===== src/rtl/mac_seq_pkg.sv =====
// Shared types and constants for the MAC sequencer.
// Holds the FSM state enum, datapath widths and the default buffer depth.
package mac_seq_pkg;

  localparam int W_OP      = 8;
  localparam int W_RES     = 17;
  localparam int W_CNT     = 4;
  localparam int N_MAX_DEF = 8;

  typedef enum logic [2:0] {
    S_IDLE,
    S_LOAD,
    S_ISSUE,
    S_WAIT,
    S_CAPTURE,
    S_DONE
  } state_t;

  function automatic logic [W_CNT-1:0] clamp_count(
    input logic [W_CNT-1:0] c,
    input int               n
  );
    return (int'(c) > n) ? W_CNT'(n) : c;
  endfunction

endpackage


===== src/rtl/mac_seq_opbuf.sv =====
// Operand buffer: N_MAX x 2W register file with write pointer,
// read index and the Horner x latch taken from the first beat.
module mac_seq_opbuf
  import mac_seq_pkg::*;
#(
  parameter int N_MAX = N_MAX_DEF,
  parameter int W     = W_OP
) (
  input  logic             clk,
  input  logic             reset,
  input  logic             clr,
  input  logic             wr_en,
  input  logic [W-1:0]     wr_a,
  input  logic [W-1:0]     wr_b,
  input  logic             rd_inc,
  output logic [W_CNT-1:0] wr_ptr,
  output logic [W_CNT-1:0] rd_idx,
  output logic [W-1:0]     rd_a,
  output logic [W-1:0]     rd_b,
  output logic [W-1:0]     x
);

  localparam int AW = (N_MAX > 1) ? $clog2(N_MAX) : 1;

  logic [W-1:0] a_mem [N_MAX];
  logic [W-1:0] b_mem [N_MAX];

  always_ff @(posedge clk) begin
    if (reset) begin
      wr_ptr <= '0;
      rd_idx <= '0;
      x      <= '0;
      for (int i = 0; i < N_MAX; i++) begin
        a_mem[i] <= '0;
        b_mem[i] <= '0;
      end
    end else if (clr) begin
      wr_ptr <= '0;
      rd_idx <= '0;
    end else begin
      if (wr_en) begin
        a_mem[wr_ptr[AW-1:0]] <= wr_a;
        b_mem[wr_ptr[AW-1:0]] <= wr_b;
        wr_ptr <= wr_ptr + W_CNT'(1);
        if (wr_ptr == '0)
          x <= wr_b;
      end
      if (rd_inc)
        rd_idx <= rd_idx + W_CNT'(1);
    end
  end

  assign rd_a = a_mem[rd_idx[AW-1:0]];
  assign rd_b = b_mem[rd_idx[AW-1:0]];

endmodule


===== src/rtl/mac_sequencer.sv =====
// Sequencer driving the two-cycle MAC datapath for SOP and Horner jobs.
// Optional sticky overflow output res_ovf is enabled by MAC_SEQ_OVF_EN.
module mac_sequencer
  import mac_seq_pkg::*;
#(
  parameter int N_MAX = N_MAX_DEF,
  parameter int W     = W_OP
) (
  input  logic             clk,
  input  logic             reset,
  input  logic             start,
  input  logic             mode,
  input  logic [W_CNT-1:0] count,
  input  logic             op_valid,
  output logic             op_ready,
  input  logic [W-1:0]     op_a,
  input  logic [W-1:0]     op_b,
  output logic [W-1:0]     mac_in_1,
  output logic [W-1:0]     mac_in_2,
  output logic [W-1:0]     mac_in_add,
  output logic             mac_mul_sel,
  output logic             mac_add_sel,
  output logic             mac_mode,
  input  logic [W_RES-1:0] mac_result,
  output logic             busy,
  output logic             res_valid,
  output logic [W_RES-1:0] res_data
`ifdef MAC_SEQ_OVF_EN
  ,
  output logic             res_ovf
`endif
);

  state_t state, state_n;

  logic [W_CNT-1:0] cnt_q;
  logic             mode_q;
  logic             accept;
  logic             op_fire;
  logic             last_beat;
  logic             last_step;
  logic             first_step;
  logic             rd_inc;
  logic [W_CNT-1:0] wr_ptr;
  logic [W_CNT-1:0] rd_idx;
  logic [W-1:0]     buf_a;
  logic [W-1:0]     buf_b;
  logic [W-1:0]     buf_x;

  assign accept     = (state == S_IDLE) && start;
  assign op_fire    = op_valid && op_ready;
  assign last_beat  = (wr_ptr == cnt_q - W_CNT'(1));
  assign last_step  = (rd_idx == cnt_q - W_CNT'(1));
  assign first_step = (rd_idx == '0);
  assign rd_inc     = (state == S_WAIT) && !last_step;

  mac_seq_opbuf #(
    .N_MAX (N_MAX),
    .W     (W)
  ) u_opbuf (
    .clk    (clk),
    .reset  (reset),
    .clr    (accept),
    .wr_en  (op_fire),
    .wr_a   (op_a),
    .wr_b   (op_b),
    .rd_inc (rd_inc),
    .wr_ptr (wr_ptr),
    .rd_idx (rd_idx),
    .rd_a   (buf_a),
    .rd_b   (buf_b),
    .x      (buf_x)
  );

  always_ff @(posedge clk) begin
    if (reset)
      state <= S_IDLE;
    else
      state <= state_n;
  end

  // An empty job still passes through CAPTURE so its strobe lands
  // two cycles after start, matching the 3n+2 job timeline.
  always_comb begin
    state_n = state;
    unique case (state)
      S_IDLE:
        if (start)
          state_n = (count == '0) ? S_CAPTURE : S_LOAD;
      S_LOAD:
        if (op_fire && last_beat)
          state_n = S_ISSUE;
      S_ISSUE:
        state_n = S_WAIT;
      S_WAIT:
        state_n = last_step ? S_CAPTURE : S_ISSUE;
      S_CAPTURE:
        state_n = S_DONE;
      S_DONE:
        state_n = S_IDLE;
      default:
        state_n = S_IDLE;
    endcase
  end

  always_comb begin
    mac_in_1    = '0;
    mac_in_2    = '0;
    mac_in_add  = '0;
    mac_mul_sel = 1'b0;
    mac_add_sel = 1'b0;
    busy        = (state != S_IDLE);
    op_ready    = (state == S_LOAD);
    res_valid   = (state == S_DONE);
    mac_mode    = busy && mode_q;
    if (state == S_ISSUE) begin
      unique case (1'b1)
        mode_q: begin
          mac_in_2    = buf_x;
          mac_in_add  = buf_a;
          mac_mul_sel = !first_step;
        end
        !mode_q: begin
          mac_in_1    = buf_a;
          mac_in_2    = buf_b;
          mac_add_sel = !first_step;
        end
        default: ;
      endcase
    end
  end

  always_ff @(posedge clk) begin
    if (reset) begin
      cnt_q    <= '0;
      mode_q   <= 1'b0;
      res_data <= '0;
    end else begin
      if (accept) begin
        cnt_q  <= clamp_count(count, N_MAX);
        mode_q <= mode;
      end
      if (state == S_CAPTURE)
        res_data <= (cnt_q == '0) ? '0 : mac_result;
    end
  end

`ifdef MAC_SEQ_OVF_EN
  logic ovf_sticky;

  // Step 0 and 1 feedback cannot exceed 16 bits, so watch from k = 2.
  always_ff @(posedge clk) begin
    if (reset) begin
      ovf_sticky <= 1'b0;
      res_ovf    <= 1'b0;
    end else begin
      if (accept)
        ovf_sticky <= 1'b0;
      else if (state == S_ISSUE && rd_idx >= W_CNT'(2) && mac_result[W_RES-1])
        ovf_sticky <= 1'b1;
      if (state == S_CAPTURE)
        res_ovf <= (cnt_q != '0) && (ovf_sticky || mac_result[W_RES-1]);
    end
  end
`endif

endmodule


===== config.mk =====
export PLATFORM = sky130hd
export DESIGN_NAME = mac_sequencer
export DESIGN_NICKNAME = d
export VERILOG_FILES = /design/src/rtl/mac_seq_pkg.sv /design/src/rtl/mac_seq_opbuf.sv /design/src/rtl/mac_sequencer.sv
export SDC_FILE = /design/constraint.sdc
export NUM_CORES = 1
export LEC_CHECK = 0
export BUFFER_PORTS_ARGS = -buffer_cell sky130_fd_sc_hd__buf_2
export CORE_MARGIN = 4
export CORE_UTILIZATION = 59
export CTS_CLUSTER_SIZE = 24
export DETAILED_ROUTE_END_ITERATION = 7
export PLACE_DENSITY = 0.8
export RECOVER_POWER = 25
export SETUP_SLACK_MARGIN = 0.5
export SYNTH_ARGS = -nofsm -noshare
export SYNTH_HDL_FRONTEND = slang
export SYNTH_HIERARCHICAL = 1
export SYNTH_SLANG_ARGS = --single-unit

===== constraint.sdc =====
create_clock -name clk -period 2.7 [get_ports clk]
set_clock_uncertainty 0.05 [all_clocks]
set_input_delay 0.135 -clock clk [delete_from_list [all_inputs] [get_ports clk]]
set_output_delay 0.135 -clock clk [all_outputs]
set_load 0.03 [all_outputs]

==> flow_summary_export.csv, run 1 <==
group,metric,value,unit
clock_network,cts_max_level,4,
power,p_seq_share,48.4,%
synth,synth_area_leaders,"edfxtp_1 (47%), dfxtp_1 (11%), and2_1 (10%), mux4_2 (8.8%), mux2_2 (2.2%)",
synth,synth-warning-count,6,
synth,syn-mean-instance-area,14.1,µm²
setup_path,crit_path_end_kind,"primary output",
drt,totalWireLength,21.1,mm
synth,synth_ff_type,"edfxtp_1",
drt,via_per_inst,5.94,
synth,ys_seq_elements,172,
synth,postSynthCellCount,581,
sta,hold_ws,0.0185,ns
drt,drt_iter0_drc,577,
power,peakVddDrop,447,µV
global_route,grt_pass1_wl,32.5,mm
synth,yosysSeqAreaShare,57.8,%
sta,hold_viol_final,0,
drt,num_vias,5385,
die,io_pins,89,
place,port_buffers,88,
sta,rsz0062_at_grt,"true",
power,p_switching,1.34,mW
synth,synth.most_common_cell,"and2_1",
sta,finalMaxSlewViolations,0,
synth,synth_top_area_share,47.0,%
layout,antenna-diode-count,0,
power,p_leak,3.83,nW
global_route,antenna_found_initial,0,
power,power.share.clock,42.5,%
die,die_width,126,µm
synth,async_flop_share,0,%
layout,layout-drive-gt1-share,35.2,%
sta,max_freq,0.409,GHz
layout,area_growth,24.9,%
synth,synth_edf_count,128,
drt,firstDrtPassIters,7,
global_route,met2_usage,46.2,%
die,die-area,15800,µm²
power,switching_share,21.9,%
setup_path,required,2.52,ns
clock_network,cts_buffers,17,
synth,syn_area,8170,µm²
run_status,status,"finished, final reports clean",
sta,timing.final.crit_period,2.44,ns
power,finalPower,6.13,mW
synth,yosysTopAreaCell,"edfxtp_1",
die,die_y,126,µm
power,p_int,4.78,mW
flow_run,cap_viol_max_count,0,
layout,final_net_count,765,
global_route,grtUsageMet1,36.0,%
sta,worstMarginPinSlew,0.821,ns
power,combPwrFrac,9.0,%
place,globalplace.congestion,0.872,
power,p_per_area,600,nW/µm²
global_route,grtUsageMet3,5.33,%
global_route,grt_pass1_vias,5605,
drt,antenna_left,0,
setup_path,critical_path_class,"reg -> out",
sta,setup_viol,0,
clock_network,clk_latency,0.42,ns
sta,relSlewSlack,45.3,%
global_route,global_route.overflow_total,0,
synth,synth_common_cells,"and2_1 (133), edfxtp_1 (128), dfxtp_1 (44)",
clock_network,cts_tree,"yes",
die,rows,42,
setup_path,worstPathArrival,2.26,ns
clock_network,cts-root-buf,"clkbuf_16",
setup_path,cp-start-kind,"register",
die,fp.coreArea,13400,µm²
worst_hold_path,hp-class,"in -> reg",
global_route,grt.busiest_layer,"met2",
global_route,grt_usage,27.3,%
synth,syn_nets,628,
clock_network,ctsLongestPathBuffers,2,
layout,num-fill-cells,784,
synth,ys_types,52,
setup_path,cp_max_fo,8,
drt,drc,0,
die,initial_core_util,61.0,%
place,dp_hpwl,12.4,mm
global_route,grt_max_degree,38,
sta,finalCritPeriodShare,90.5,%
drt,wl_per_cell,23.3,µm
clock_network,path_clk_slew,0.06,ns
clock_network,cts_sinks,172,
sta,setup_tns,0,ns
-- timing repair --
item	4_1_cts	5_1_grt
hold endpoints to repair	22	0
pin swaps	2	5
resized for setup	89	16
gates cloned	7	3
endpoints found under the setup margin	290	291
setup buffers	6	6
hold buffers	22	0
-- metrics by stage --
step,utilization [%],std cells,setup WS [ns],cell area (µm²)
after global placement,65.8,831,0.423,8820
after CTS,75.8,898,0.265,10200
after detailed placement,65.8,831,0.303,8820
after floorplan,-,581,0.513,8210
after global routing,76.2,907,0.124,10200
final,76.2,907,0.256,10200
-- sequential cells by signal (all words and copies together) (netlist names), named ones only --
| signal | count |
|---|---|
| u_opbuf/a_mem | 64 |
| u_opbuf/b_mem | 64 |
| res_data | 17 |
| u_opbuf/x | 8 |
| cnt_q | 4 |
| u_opbuf/rd_idx | 4 |
| u_opbuf/wr_ptr | 4 |
| state | 3 |
| mode_q | 1 |
-- power groups by stage --
stage          sequential [mW]  combinational (mW)  clock, mW
2_1_floorplan             3.00               0.304          0
3_3_place_gp              3.01               0.441          0
3_5_place_dp              3.02               0.458          0
4_1_cts                   2.96               0.530       2.63
5_1_grt                   2.97               0.589       2.75
6_report                  2.97               0.552       2.61
-- worst max-delay path, stage by stage (launching register included) --
cell     delay (ns)
dfxtp_4        0.39
buf_6          0.12
buf_16         0.14
mux4_2         0.55
mux2_4         0.29
a22o_1         0.22
buf_6          0.14
-- final cells by class --
type                       instances  area [µm²]  area share [%]
clock buffer                      18         429            4.20
clock inverter                    14         200            1.96
inverter                           8        30.0           0.294
multi-input combinational        374        3360            32.9
sequential                       172        4730            46.4
tap                              176         220            2.16
timing repair buffer             145        1230            12.1
-- cell families after synthesis --
| logic type | share of synthesized area, % |
|---|---|
| mux | 12.4 |
| simple gates | 20.0 |
| buf+inv | 2.94 |
| flops | 57.8 |
| compound gates | 4.12 |
| fa+ha+maj | 0.765 |
| xor+xnor | 2.01 |
-- routing by layer --
layer,share of wire [%],vias up,wire (µm)
li1,-,2390,-
met1,40,2718,8340
met2,51,236,10800
met3,6.9,41,1450
met4,2.4,0,498
met5,0,-,0
-- layout by cell type, fill, tap and decap left out, types with 12 or more instances in the layout --
| cell | synthesis | layout |
|---|---|---|
| a22oi_1 | 7 | 14 |
| and2_0 | 0 | 15 |
| and2_1 | 133 | 101 |
| and2_2 | 12 | 12 |
| and2_4 | 0 | 17 |
| buf_2 | 4 | 41 |
| buf_4 | 1 | 20 |
| buf_6 | 7 | 28 |
| clkbuf_1 | 15 | 23 |
| clkbuf_16 | 0 | 17 |
| dfxtp_1 | 44 | 41 |
| dlygate4sd3_1 | 0 | 22 |
| edfxtp_1 | 128 | 128 |
| mux2_4 | 0 | 14 |
| mux4_2 | 32 | 32 |
| nand2b_1 | 16 | 16 |
| nor2_1 | 20 | 19 |
| or2_4 | 0 | 13 |
-- path summary, 6_finish.rpt --
path	start	end	cells after the start	slack, ns
min reg2reg	u_opbuf/x[5]$_SDFFE_PP0P_	u_opbuf/x[5]$_SDFFE_PP0P_	2	0.43
max reg2reg	state[2]$_SDFFE_PP0P_	u_opbuf/b_mem[7][6]$_SDFFCE_PN0P_	6	0.30
min	op_b[5]	u_opbuf/x[5]$_SDFFE_PP0P_	3	0.02
max	register	mac_in_2[6]	6	0.26
Note: power is estimated with default switching activity, not from simulation.
==> inputs of run 2 (changes only) <==
--- a/config.mk
+++ b/config.mk
@@ -6,6 +6,7 @@
 export NUM_CORES = 1
 export LEC_CHECK = 0
 export BUFFER_PORTS_ARGS = -buffer_cell sky130_fd_sc_hd__buf_2
+export CORE_ASPECT_RATIO = 0.8
 export CORE_MARGIN = 4
 export CORE_UTILIZATION = 59
 export CTS_CLUSTER_SIZE = 24
==> run 2 against run 1 <==
Net effect:
- sequential power about the same
- wire length down 3.4%
- first-iteration DRC count decreased by 18%
- count of clock-buffer cells in the layout shrank 1
- sequential share of layout area is 1.7 points higher
- cell count rose by 0.11%
- critical path type is now reg -> reg
- register-to-register slack worse by 0.05 ns
- fmax about the same
- critical path depth is the same
- clock power down 16%
- die area hardly changed
- critical endpoint is now u_opbuf/b_mem[4][5]$_SDFFCE_PN0P_
- design area down 3.5%
==> flow_summary_export.csv, run 2 (synthesized netlist as in run 1, its figures left out) <==
group,metric,value,unit
setup_path,r2r_end,"u_opbuf/b_mem[4][5]$_SDFFCE_PN0P_",
setup_path,cp-start-kind,"register",
global_route,grt_pass1_vias,5263,
die,rows,38,
clock_network,ctsLongestPathBuffers,2,
drt,drc,0,
clock_network,clk_latency,0.42,ns
setup_path,worstPathArrival,2.50,ns
global_route,grt_usage,24.8,%
flow_run,cap_viol_max_count,0,
die,die-area,15800,µm²
layout,antenna-diode-count,0,
global_route,grt_max_degree,51,
power,finalPower,5.68,mW
power,p_seq_share,52.2,%
drt,antenna_left,0,
setup_path,r2r-start,"state[2]$_SDFFE_PP0P_",
sta,finalMaxSlewViolations,0,
die,fp.coreArea,13600,µm²
power,power.share.clock,38.6,%
place,port_buffers,88,
die,io_pins,89,
layout,reg.largest.list,"u_opbuf/a_mem x64, u_opbuf/b_mem x64, res_data x17",
setup_path,r2r_slack,0.25,ns
drt,totalWireLength,20.4,mm
global_route,grt_pass1_wl,29.6,mm
power,switching_share,24.2,%
sta,finalCritPeriodShare,90.6,%
power,p_switching,1.37,mW
power,p_leak,3.70,nW
setup_path,r2r_cells,6,
global_route,antenna_found_initial,0,
sta,timing.final.crit_period,2.45,ns
setup_path,cp_max_fo,16,
clock_network,cts_buffers,17,
drt,via_per_inst,5.75,
die,initial_core_util,60.3,%
drt,num_vias,5218,
clock_network,cts-root-buf,"clkbuf_16",
sta,hold_viol_final,0,
layout,final_net_count,762,
layout,area_growth,20.5,%
drt,drt_iter0_drc,474,
sta,setup_tns,0,ns
power,p_per_area,576,nW/µm²
run_status,status,"finished, final reports clean",
power,combPwrFrac,9.2,%
worst_hold_path,hp-class,"in -> reg",
sta,relSlewSlack,46.7,%
setup_path,crit_path_end_kind,"register",
power,peakVddDrop,622,µV
clock_network,cts_max_level,4,
sta,rsz0062_at_grt,"true",
power,p_int,4.30,mW
worst_hold_path,hold_depth,3,
sta,max_freq,0.409,GHz
drt,firstDrtPassIters,5,
clock_network,cts_tree,"yes",
worst_hold_path,hold_end,"u_opbuf/x[2]$_SDFFE_PP0P_",
layout,layout.cells.most_common,"edfxtp_1",
sta,setup_viol,0,
layout,final_cell_mix,"edfxtp_1 (128), and2_1 (125), buf_2 (58)",
setup_path,critical_path_class,"reg -> reg",
setup_path,required,2.75,ns
worst_hold_path,holdCritStartpoint,"op_b[2]",
drt,wl_per_cell,22.5,µm
place,dp_hpwl,12.1,mm
die,die_y,113,µm
clock_network,cts_sinks,172,
global_route,global_route.overflow_total,0,
clock_network,path_clk_slew,0.07,ns
die,die_width,140,µm
place,globalplace.congestion,0.863,
sta,worstMarginPinSlew,0.799,ns
layout,layout-drive-gt1-share,32.7,%
## run 2: cell types whose count changed in the layout (fill, tap and decap cells not counted), moves of 5 or more
cell,before,now
bufinv_16,5,0
and2_1,101,125
buf_6,28,13
and2_0,15,3
and2_4,17,5
mux2_2,2,12
mux2_4,14,4
buf_2,41,58
## run 2: layer usage
metal	up-vias	GRT usage, %	wire length (µm)
met3	21	5.75	1470
met4	0	4.52	200
li1	2375	-	-
met2	202	41.8	10400
met1	2620	33.8	8300
met5	-	0	0
## run 2: area by class of cell
cell class              count  area (µm²)
multi-input cells         372        3260
clock buffers              17         425
repair buffers            144        1080
flip-flops and latches    172        4730
well taps                 180         225
clock inverters            15         103
inverters                   8        30.0
fillers                   874        3700
## run 2: power by group through the flow
stage	Sequential (mW)	Clock [mW]	Combinational, mW
final	2.96	2.19	0.520
after global routing	2.97	2.35	0.557
after CTS	2.96	2.21	0.494
after detailed placement	3.02	0	0.459
after global placement	3.01	0	0.443
after floorplan	3.00	0	0.304
## run 2: what timing repair did
item | in CTS | in global routing
pin swaps | 0 | 1
endpoints found under the hold margin | 24 | 0
hold buffers | 24 | 0
gates resized for setup | 18 | 41
gates cloned | 3 | 5
endpoints found under the setup margin | 280 | 283
buffers inserted | 3 | 3
## run 2: worst max-delay path, stage by stage (launching register included)
cell and delay (ns):
dfxtp_1 0.53, nor3_1 0.14, nand2_1 0.21, inv_1 0.20, or4b_4 0.60, nor2_4 0.10
or2_4 0.28
## run 2: how the worst max path moves through the flow
stage	start	cells after the start	endpoint
floorplan	state[0]$_SDFFE_PP0P_	6	u_opbuf/a_mem[0][0]$_SDFFCE_PN0P_
global placement	state[2]$_SDFFE_PP0P_	6	u_opbuf/a_mem[6][1]$_SDFFCE_PN0P_
detailed placement	state[2]$_SDFFE_PP0P_	6	u_opbuf/a_mem[3][2]$_SDFFCE_PN0P_
CTS	register	5	mac_in_2[2]
global route	state[2]$_SDFFE_PP0P_	6	u_opbuf/b_mem[6][5]$_SDFFCE_PN0P_
finish	state[2]$_SDFFE_PP0P_	6	u_opbuf/b_mem[4][5]$_SDFFCE_PN0P_
## run 2: through the flow
step | utilization (%) | setup slack, ns | cell area (µm²) | cells | hold WS, ns
detailed placement | 65.2 | 0.337 | 8840 | 838 | 0.326
floorplan | - | 0.513 | 8210 | 581 | 0.219
CTS | 72.0 | 0.274 | 9750 | 900 | 0.0150
global route | 72.7 | 0.122 | 9850 | 908 | 0.0287
global placement | 65.2 | 0.424 | 8840 | 838 | 0.317
finish | 72.7 | 0.254 | 9850 | 908 | 0.0293
